<file path="src/rtl/chan_arb_fifo.sv">
// Multi-channel ingress buffer: one private FIFO per producer, merged by a
// round-robin arbiter onto a single registered valid/ready stream tagged with its channel.
module chan_arb_fifo #(
  parameter  int CHANNELS = 2,
  parameter  int WIDTH    = 2,
  parameter  int DEPTH    = 4,
  localparam int CW       = (CHANNELS > 1) ? $clog2(CHANNELS) : 1,
  localparam int LW       = $clog2(DEPTH + 1)
) (
  input  logic                      i_clk,
  input  logic                      i_rst,
  input  logic [CHANNELS-1:0]       i_valid,
  output logic [CHANNELS-1:0]       o_ready,
  input  logic [CHANNELS*WIDTH-1:0] i_data,
  output logic                      o_valid,
  input  logic                      i_ready,
  output logic [WIDTH-1:0]          o_data,
  output logic [CW-1:0]             o_chan,
  output logic [CHANNELS*LW-1:0]    o_level
);

  localparam int PW = $clog2(DEPTH);

  logic [WIDTH-1:0]    r_mem   [CHANNELS][DEPTH];
  logic [PW-1:0]       r_wrPtr [CHANNELS];
  logic [PW-1:0]       r_rdPtr [CHANNELS];
  logic [LW-1:0]       r_level [CHANNELS];
  logic                r_valid;
  logic [WIDTH-1:0]    r_data;
  logic [CW-1:0]       r_chan;
  logic [CW-1:0]       r_rrPtr;

  logic [CHANNELS-1:0] w_empty;
  logic [CHANNELS-1:0] w_full;
  logic [CHANNELS-1:0] w_push;
  logic [CHANNELS-1:0] w_pop;
  logic                w_load;
  logic                w_grantValid;
  logic [CW-1:0]       w_grant;
  logic [CW-1:0]       w_idx;

  // Pointers wrap explicitly so DEPTH need not be a power of two
  function automatic logic [PW-1:0] nextPtr(input logic [PW-1:0] p);
    return (p == PW'(DEPTH - 1)) ? '0 : p + PW'(1);
  endfunction

  always_comb begin
    w_empty = '0;
    w_full  = '0;
    w_push  = '0;
    for (int c = 0; c < CHANNELS; c++) begin
      w_empty[c] = (r_level[c] == LW'(0));
      w_full[c]  = (r_level[c] == LW'(DEPTH));
      w_push[c]  = i_valid[c] && !w_full[c];
    end
  end

  // Scan from the RR pointer; emptiness is pre-write, so no same-cycle bypass
  always_comb begin
    w_load       = !r_valid || i_ready;
    w_grantValid = 1'b0;
    w_grant      = '0;
    w_idx        = '0;
    for (int i = 0; i < CHANNELS; i++) begin
      w_idx = CW'((int'(r_rrPtr) + i) % CHANNELS);
      if (!w_grantValid && !w_empty[w_idx]) begin
        w_grantValid = 1'b1;
        w_grant      = w_idx;
      end
    end
    w_pop = '0;
    for (int c = 0; c < CHANNELS; c++) begin
      w_pop[c] = w_load && w_grantValid && (w_grant == CW'(c));
    end
  end

  always_ff @(posedge i_clk) begin
    if (i_rst) begin
      for (int c = 0; c < CHANNELS; c++) begin
        r_wrPtr[c] <= '0;
        r_rdPtr[c] <= '0;
        r_level[c] <= '0;
      end
    end else begin
      for (int c = 0; c < CHANNELS; c++) begin
        if (w_push[c]) r_wrPtr[c] <= nextPtr(r_wrPtr[c]);
        if (w_pop[c])  r_rdPtr[c] <= nextPtr(r_rdPtr[c]);
        if (w_push[c] && !w_pop[c]) begin
          r_level[c] <= r_level[c] + LW'(1);
        end else if (!w_push[c] && w_pop[c]) begin
          r_level[c] <= r_level[c] - LW'(1);
        end
      end
    end
  end

  always_ff @(posedge i_clk) begin
    for (int c = 0; c < CHANNELS; c++) begin
      if (w_push[c]) r_mem[c][r_wrPtr[c]] <= i_data[c*WIDTH +: WIDTH];
    end
  end

  always_ff @(posedge i_clk) begin
    if (i_rst) begin
      r_valid <= 1'b0;
      r_data  <= '0;
      r_chan  <= '0;
      r_rrPtr <= '0;
    end else if (w_load) begin
      if (w_grantValid) begin
        r_valid <= 1'b1;
        r_data  <= r_mem[w_grant][r_rdPtr[w_grant]];
        r_chan  <= w_grant;
        r_rrPtr <= (w_grant == CW'(CHANNELS - 1)) ? '0 : w_grant + CW'(1);
      end else begin
        r_valid <= 1'b0;
      end
    end
  end

  assign o_valid = r_valid;
  assign o_data  = r_data;
  assign o_chan  = r_chan;
  assign o_ready = ~w_full;

  for (genvar c = 0; c < CHANNELS; c++) begin : g_level
    assign o_level[c*LW +: LW] = r_level[c];
  end

endmodule

</file>
<file path="config.mk">
export PLATFORM = sky130hd
export DESIGN_NAME = chan_arb_fifo
export DESIGN_NICKNAME = d
export VERILOG_FILES = /design/src/rtl/chan_arb_fifo.sv
export SDC_FILE = /design/constraint.sdc
export NUM_CORES = 1
export LEC_CHECK = 0
export ABC_AREA = 0
export CAP_MARGIN = 15
export CELL_PAD_IN_SITES_DETAIL_PLACEMENT = 0
export CELL_PAD_IN_SITES_GLOBAL_PLACEMENT = 1
export CORE_UTILIZATION = 40
export CTS_CLUSTER_DIAMETER = 50
export DETAILED_ROUTE_END_ITERATION = 7
export PLACE_DENSITY_LB_ADDON = 0.1
export SYNTH_ARGS = -nofsm -noshare
export SYNTH_HDL_FRONTEND = slang
export SYNTH_SLANG_ARGS = --single-unit
</file>
<file path="constraint.sdc">
create_clock -name i_clk -period 3.1 [get_ports i_clk]
set_clock_uncertainty 0.05 [all_clocks]
set_input_delay 0.775 -clock i_clk [delete_from_list [all_inputs] [get_ports i_clk]]
set_output_delay 0.775 -clock i_clk [all_outputs]
set_load 0.02 [all_outputs]
</file>
# Word-level counts from Yosys, hierarchy flattened
# Memory sizes are Yosys's and may differ from the RTL's.
# Index checks and enable logic that the tools add are counted.
[totals]
regBits = 5
ram_bits = 30
out_inout_bits = 12
memories = 4
[op_classes]
n_addsub = 10
n_lt_le_gt_ge = 7
eq_ne = 6
mux = 59
bitwise = 13
n_reduce_logical = 24
[memory_table]
columns = ["memory", "words", "word_bits", "read_ports", "rd_clocked_by_memory_dff", "wr", "line", "source"]
rows = [
  ["r_mem", 2, 8, 1, 0, 2, "24", "logic [WIDTH-1:0] r_mem [CHANNELS][DEPTH];"],
  ["r_level", 2, 3, 2, 0, 2, "27", "logic [LW-1:0] r_level [CHANNELS];"],
  ["r_rdPtr", 2, 2, 3, 0, 2, "26", "logic [PW-1:0] r_rdPtr [CHANNELS];"],
  ["r_wrPtr", 2, 2, 2, 0, 2, "25", "logic [PW-1:0] r_wrPtr [CHANNELS];"],
]
[ops]
columns = ["operator", "count"]
rows = [
  ["1-bit 2-to-1 mux", 38],
  ["2-bit 2-to-1 mux", 12],
  ["8-bit 2-to-1 mux", 2],
  ["1-bit logical AND", 12],
  ["3-bit 2-to-1 mux", 4],
  ["3-bit >= comparator (second input constant)", 3],
  ["2-bit NOT with 3-bit output", 3],
  ["2-bit by 1-bit adder with 2-bit output (second input constant)", 4],
  ["2-bit demux with 2-bit select", 2],
  ["2-bit equality test (second input constant)", 4],
  ["1-bit logical NOT", 8],
  ["1-bit OR", 8],
  ["3-bit by 1-bit adder with 3-bit output (second input constant)", 2],
  ["3-bit equality test (second input constant)", 2],
  ["3-bit logical NOT", 2],
  ["3-bit by 1-bit less-than comparator with 1-bit output (second input constant)", 2],
  ["3-bit by 1-bit subtractor with 3-bit output (second input constant)", 2],
  ["2-bit binary-select mux with 2-bit select", 1],
  ["1-bit by 2-bit less-than comparator with 1-bit output (second input constant)", 2],
  ["1-bit adder (second input constant)", 2],
  ["2-bit NOT", 1],
  ["2-bit AND reduction", 1],
  ["1-bit logical OR", 1],
  ["1-bit NOT", 1],
]

# Longest topological paths before layout
# Gate-level depths: netlist of run 1.
[logic_depth]
depth_word = 15
depth_mapped = 9
ltp_nobuf = 9

# Worst setup path after synthesis of run 1
# Ideal clock, no wire load.
[synth_path]
kind = "register -> register"
from = "memory r_level[1][0] in the netlist's numbering"
to = "memory r_level[0][2] in the netlist's numbering (data pin)"
setup_ps = 255
arrival_time_ps = 2395
required_time_ps = 2795
slack_ps = 400
stages_incl_launch_ff = 10
period_less_slack_ps = 2700
path_cell_list = "edfxtp_1 inv_1 ha_1 or2b_2 a211oi_1 nand3b_1 fa_1 xor2_1 xnor2_1 nor2_1"
[synth_rtl]
columns = ["element", "line"]
rows = [
  ["from (decl)", "27"],
]

==> key figures, run 1 <==
Outcome
  • Status: finished, final reports clean

Clock network
  • Clock transition at path regs: approximately 0.070 ns
  • Clk sinks: 35
  • # Post-CTS Setup Buffers: 0
  • CTS buffer count: 5
  • Hold_buf cts: 0
  • Root buf cell: clkbuf_8
  • TritonCTS clock tree: built
  • Bufs on Longest Clock Path: 2
  • Clk Latency, worst-skew pair: about 0.28 ns
  • Htree depth: 2
  • CTS resizes: 0

Critical path
  • Worst r2r dst: r_level[0][2]$_SDFFCE_PN0P_
  • CP max FO: 8
  • Cells on worst reg2reg path: 9
  • Data arrival, critical path: 1.88 ns
  • Worst r2r src: r_level[1][0]$_DFFE_PP_
  • R2R Setup Slk: ~0.42 ns
  • Crit start category: flip-flop
  • Setup CP Type: flip-flop to output pin
  • Crit path capture type: output pin
  • Critical Path RT: 2.27 ns

Min path
  • Min-delay src: o_data[0]$_SDFFE_PP0P_
  • Hold Path Class: flip-flop to flip-flop
  • Hold Crit Depth: 2
  • Hold path endpoint: o_data[0]$_SDFFE_PP0P_

Drt
  • Highest routed layer: met4
  • Total Wirelength: between 3000 and 4000 µm
  • Via-to-Cell Ratio: around 5.2
  • # DRC: 0
  • Antenna-violating nets left: 0
  • Per-cell routed wire length: about 14 µm
  • Met1 Wirelength: between 1000 and 1500 µm
  • DR vias: 1,154
  • Initial DRC Count: 32
  • Detailed Routing Iterations Pass 1: 2
  • Routed wl met2: approximately 1500 µm
  • Metal3 WL: 111 µm

Placement
  • RePlAce Congestion: between 0.7 and 0.8
  • Dpl cell area: roughly 2100 µm²
  • Final HPWL DP: around 2500 µm
  • Port Buffers: 20

Synthesis
  • Top-area cell type share of the netlist area: between 40% and 50%
  • Yosys warns: 0
  • Post-synth EDFFs: 30
  • Register bit total from synthesis: 35
  • Sequential area share after synthesis: between 50% and 60%
  • Synth top area cells: edfxtp_1 (49%), ha_1 (8.9%), dfxtp_1 (5.5%)
  • Synth Net Count: around 170
  • Mapped Area: between 1500 and 2000 µm²
  • Avg Cell Area, Syn: approximately 13 µm²
  • Synth area leader: edfxtp_1
  • Mapped Cells: around 150
  • Ys async rst share: 0%
  • Main synth FF type: edfxtp_1
  • Netlist cell types: 39

STA
  • Final Hold Fails: 0
  • Final setup fails: 0
  • RSZ-0062 raised after global routing: no
  • Tightest Pin Transition: 0.5103 ns
  • Fmax: around 0.37 GHz
  • Final setup TNS: 0 ns
  • Fraction of the cycle the final worst path needs: ~87%
  • Hold slack final: roughly 0.45 ns
  • Worst slew slack as a fraction of its limit: 65.75%
  • Fin. max-slew vios: 0
  • Minimum clock period: between 2 and 3 ns

Die
  • # IOs: 21
  • FP Rows: 24
  • Die area: roughly 4800 µm²
  • Core region area: between 4000 and 5000 µm²
  • Die Span X: just under 70 µm
  • Die Height: roughly 70 µm
  • Initial Util: 41.64%

Final layout
  • Commonest cells after routing, fill and taps aside: edfxtp_1 (30), clkdlybuf4s50_1 (20), ha_1 (13)
  • Share of layout cells above drive strength 1: between 10% and 20%
  • Layout filler cell count: between 300 and 400
  • P&R area growth vs syn: 19.95%
  • Most common cell after layout, fill and taps aside: edfxtp_1
  • Nets: between 150 and 200
  • Finished Cell Area: roughly 2200 µm²
  • Antenna Cells: 0

Pwr
  • Worst-case vdd ir drop: about 0.40 mV
  • P_leak: about 0.83 nW
  • Pwr dens: a little over 900 nW/µm²

Global route
  • Largest net degree at the start of global routing: 20
  • Total GRT Usage: between 10 and 15%
  • First-pass GRT wire length: 5485 µm
  • Number of global-route vias before repair: around 1,200
  • Grt total ovfl: 0
  • Initial antenna violation count: 0

Run
  • Max Cap Violations: 0
critical path, cell delays in order (launching register included):
cell and delay (ns):
edfxtp_1 0.49, or3b_1 0.52, clkdlybuf4s50_1 0.58
routing by layer:
metal	vias up	global-route usage [%]
li1	586	-
met3	6	4.070
met5	-	0
met4	0	6.122
met2	19	23.84
met1	543	18.92
cells by family after synthesis:
kind of cell    share of synthesized area, %
compound gates                         7.608
xor+xnor                               1.919
fa+ha+maj                              10.01
buf+inv                                3.085
flops                                  54.83
mux                                    7.676
simple gates                           14.87
per-stage QoR:
step | power (mW) | std cells | utilization [%] | setup WS [ns]
floorplan | 1.426 | 145 | - | 0.3995
global placement | 1.707 | 216 | 47.95 | 0.3177
detailed placement | 1.724 | 216 | 47.95 | 0.2424
CTS | 2.053 | 223 | 49.94 | 0.3800
global route | 2.180 | 223 | 49.94 | 0.1818
finish | 2.025 | 223 | 49.94 | 0.3963
power breakdown:
part           switching (mW)  leakage [nW]  internal, mW
clock network           0.151        0.0470         0.174
registers               0.127         0.339         0.686
logic                   0.450         0.448         0.437
total                   0.729         0.835          1.30
registers in the layout, indices dropped and copies added, names as in the netlist:
signal / flops
o_chan: 1
r_level: 6
r_rrPtr: 1
r_wrPtr: 4
o_data: 2
r_mem: 16
o_valid: 1
r_rdPtr: 4
Yosys cell counts (3+ instances only):
| cell | instances |
|---|---|
| o21ai_0 | 3 |
| and3_1 | 4 |
| nor4b_1 | 4 |
| clkbuf_1 | 3 |
| ha_1 | 13 |
| edfxtp_1 | 30 |
| mux2i_1 | 8 |
| a21oi_1 | 6 |
| dfxtp_1 | 5 |
| inv_1 | 10 |
| nand2_1 | 4 |
| and2_1 | 4 |
| nand2b_1 | 4 |
| nor2_1 | 9 |
| a211oi_1 | 4 |
| nor4_1 | 4 |
layout make-up:
class	count	area, µm²	area share, %
Timing Repair Buffer	24	230.2	10.51
Multi-Input combinational cell	95	768.2	35.09
Sequential cell	35	1001	45.71
Tap cell	52	65.06	2.971
Clock buffer	6	82.58	3.771
Inverter	10	37.54	1.714
Clock inverter	1	5.005	0.2286
worst max-delay path by stage:
stage	startpoint	end	slack, ns	depth (start not counted)
CTS	r_level[0][0]$_SDFFCE_PN0P_	o_ready[0]	0.38	2
finish	r_level[0][0]$_SDFFCE_PN0P_	o_ready[0]	0.40	2
global placement	i_ready	r_level[0][2]$_SDFFCE_PN0P_	0.32	8
global route	r_level[1][0]$_DFFE_PP_	r_level[0][2]$_SDFFCE_PN0P_	0.18	9
detailed placement	i_ready	r_level[0][2]$_SDFFCE_PN0P_	0.24	8
floorplan	r_level[1][0]$_DFFE_PP_	r_level[0][2]$_SDFFCE_PN0P_	0.40	9
Power figures use the tool's default switching activity.
==> run 2: changes to the inputs <==
--- a/config.mk
+++ b/config.mk
@@ -16,3 +16,4 @@
 export SYNTH_ARGS = -nofsm -noshare
 export SYNTH_HDL_FRONTEND = slang
 export SYNTH_SLANG_ARGS = --single-unit
+export TNS_END_PERCENT = 100
==> results of run 2 <==
The final DEF is identical to that of run 1; final timing and power are the same.
==> run 3: changes to the inputs <==
--- a/config.mk
+++ b/config.mk
@@ -9,8 +9,9 @@
 export CAP_MARGIN = 15
 export CELL_PAD_IN_SITES_DETAIL_PLACEMENT = 0
 export CELL_PAD_IN_SITES_GLOBAL_PLACEMENT = 1
-export CORE_UTILIZATION = 40
+export CORE_UTILIZATION = 29
 export CTS_CLUSTER_DIAMETER = 50
+export CTS_CLUSTER_SIZE = 8
 export DETAILED_ROUTE_END_ITERATION = 7
 export PLACE_DENSITY_LB_ADDON = 0.1
 export SYNTH_ARGS = -nofsm -noshare
==> run 3 against run 2 <==
  * Cell area up 3.5%
  * Routed wire length grew 20%
  * Largest cell class unchanged
  * Combinational power is 7.9% higher
  * Critical path type is now flip-flop to flip-flop
  * Via count grew 5.5%
==> key figures, run 3 (synthesis gave the netlist of run 1 again) <==
Clock network
  • # Post-CTS Setup Buffers: 0 (unchanged)
  • CTS resizes: 0 (unchanged)
  • Clk Latency, worst-skew pair: 0.29 ns (about the same)
  • TritonCTS clock tree: built
  • Clk sinks: 35 (unchanged)
  • Htree depth: 2 (unchanged)
  • Hold_buf cts: 0 (unchanged)
  • Root buf cell: clkbuf_8
  • Clock transition at path regs: 0.08 ns (about the same)
  • Bufs on Longest Clock Path: 2 (unchanged)
  • CTS buffer count: 5 (unchanged)

Pwr
  • Power Total: 2.187 mW (+8.0%)
  • P_leak: 0.8603 nW (+3.1%)
  • Pwr dens: 965.0 nW/µm² (+4.3%)
  • Worst-case vdd ir drop: 0.3584 mV (-11%)

STA
  • RSZ-0062 raised after global routing: no
  • Worst slew slack as a fraction of its limit: 70.47% (+4.7 points)
  • Final setup fails: 0 (unchanged)
  • Final Worst Setup Slack: 0.3602 ns (-0.03610 ns)
  • Minimum clock period: 2.740 ns (+0.03610 ns)
  • Tightest Pin Transition: 0.4422 ns (-0.06814 ns)
  • Hold slack final: 0.4508 ns (+0.002361 ns)
  • Fraction of the cycle the final worst path needs: 88.38% (+1.2 points)
  • Fmax: 0.3650 GHz (-1.3%)
  • Final setup TNS: 0 ns (unchanged)
  • Final Hold Fails: 0 (unchanged)
  • Fin. max-slew vios: 0 (unchanged)

Global route
  • Initial antenna violation count: 0 (unchanged)
  • Largest net degree at the start of global routing: 20 (unchanged)
  • Grt total ovfl: 0 (unchanged)
  • Number of global-route vias before repair: 1,272 (+9.3%)
  • First-pass GRT wire length: 6368 µm (+16%)
  • Total GRT Usage: 13.42% (-1.4 points)

Die
  • Die area: 6616 µm² (+37%)
  • Initial Util: 30.47% (-11 points)
  • Die Span X: 81.34 µm (+17%)
  • # IOs: 21 (unchanged)
  • FP Rows: 28 (+17%)
  • Die Height: 81.34 µm (+17%)
  • Core region area: 5991 µm² (+37%)

Placement
  • Port Buffers: 20 (unchanged)
  • Pre-CTS setup slack: 0.2154 ns (-0.02696 ns)
  • Final HPWL DP: 3019 µm (+23%)
  • Dpl cell area: 2153 µm² (+2.4%)
  • RePlAce Congestion: 0.7470 (+2.5%)

Min path
  • Hold Path Class: flip-flop to flip-flop

Final layout
  • P&R area growth vs syn: 24.13%
  • Reg area: 1001 µm² (unchanged)
  • Antenna Cells: 0 (unchanged)
  • Multi-input gate area: 768.2 µm² (unchanged)
  • Layout filler cell count: 604 (+56%)
  • Share of layout cells above drive strength 1: 13.71% (+2.0 points)
  • Commonest cells after routing, fill and taps aside: edfxtp_1 (30), clkdlybuf4s50_1 (20), ha_1 (13)
  • Most common cell after layout, fill and taps aside: edfxtp_1
  • Largest register FFs: 16 (unchanged)
  • Nets: 197 (+1.5%)
  • Finished Cell Area: 2266 µm² (+3.5%)

Critical path
  • Critical path's slowest cell: edfxtp_1
  • Setup CP Type: flip-flop to flip-flop
  • Top cell family by delay on the critical path: adder cells
  • Crit start category: flip-flop
  • CP peak stage delay: 0.44 ns (-0.14 ns)
  • Critical Path RT: 3.09 ns (+0.82 ns)
  • Crit path capture type: flip-flop
  • Worst path bufs/invs: 1 (unchanged)
  • CP max FO: 5 (-3)
  • CP cell instances: inv_1 -> ha_1 -> or2b_2 -> a211oi_1 -> nand3b_1 -> fa_1 -> xor2_1 -> xnor2_1 -> nor2_1
  • Data arrival, critical path: 2.73 ns (+0.85 ns)

Drt
  • Total Wirelength: 3824 µm (+20%)
  • # DRC: 0 (unchanged)
  • Per-cell routed wire length: 15.30 µm (+7.2%)
  • DR vias: 1,218 (+5.5%)
  • Initial DRC Count: 34 (+6.3%)
  • Antenna-violating nets left: 0 (unchanged)
  • Detailed Routing Iterations Pass 1: 4 (+2)
  • Via-to-Cell Ratio: 4.872 (-5.9%)

Run
  • Max Cap Violations: 0 (unchanged)

Outcome
  • Status: finished, final reports clean
## run 3: changes by cell type in the layout (fill, tap and decap cells not counted), sizes merged
cell    delta
buf        +3
bufinv     +1
clkbuf     -1
clkinv     +1
## run 3: worst register-to-register path: stages, from the launching register on
cell      delay, ns
edfxtp_1       0.44
inv_1          0.11
ha_1           0.21
or2b_2         0.37
a211oi_1       0.37
nand3b_1       0.18
fa_1           0.41
xor2_1         0.16
xnor2_1        0.14
nor2_1         0.05
## run 3: per-layer routing
layer | wire length, µm | track usage, % | vias to the layer above
met2 | 1919 | 21.83 | 22
li1 | - | - | 595
met1 | 1736 | 16.64 | 596
met4 | 65 | 5.357 | 0
met5 | 0 | 0 | -
met3 | 103 | 3.820 | 5
## run 3: power by group
group          leakage [nW]  total (mW)  internal [mW]  switching (mW)
clock                0.0581       0.412          0.239           0.172
combinational         0.463       0.956          0.466           0.490
sequential            0.339       0.819          0.686           0.133
## run 3: final cells by class
type / count / share of cell area [%]
clock inverter: 3 / 1.933
clock buffer: 5 / 3.037
sequential: 35 / 44.17
tap: 75 / 4.141
inverter: 10 / 1.657
multi-input combinational: 95 / 33.90
timing repair buffer: 27 / 11.15
## run 3: final timing paths
path / startpoint / endpoint / slack (ns) / cells past startpoint
worst max-delay path: r_level[1][0]$_DFFE_PP_ / r_level[0][2]$_SDFFCE_PN0P_ / 0.36 / 9
worst min-delay path: o_data[0]$_SDFFE_PP0P_ / o_data[0]$_SDFFE_PP0P_ / 0.45 / 2
worst max register to register: r_level[1][0]$_DFFE_PP_ / r_level[0][2]$_SDFFCE_PN0P_ / 0.36 / 9
worst min register to register: o_data[0]$_SDFFE_PP0P_ / o_data[0]$_SDFFE_PP0P_ / 0.45 / 2
## run 3: stage by stage
stage / utilization (%) / cells
detailed placement: 35.94 / 242
CTS: 37.82 / 250
finish: 37.82 / 250
floorplan: - / 145
global route: 37.82 / 250
global placement: 35.94 / 242
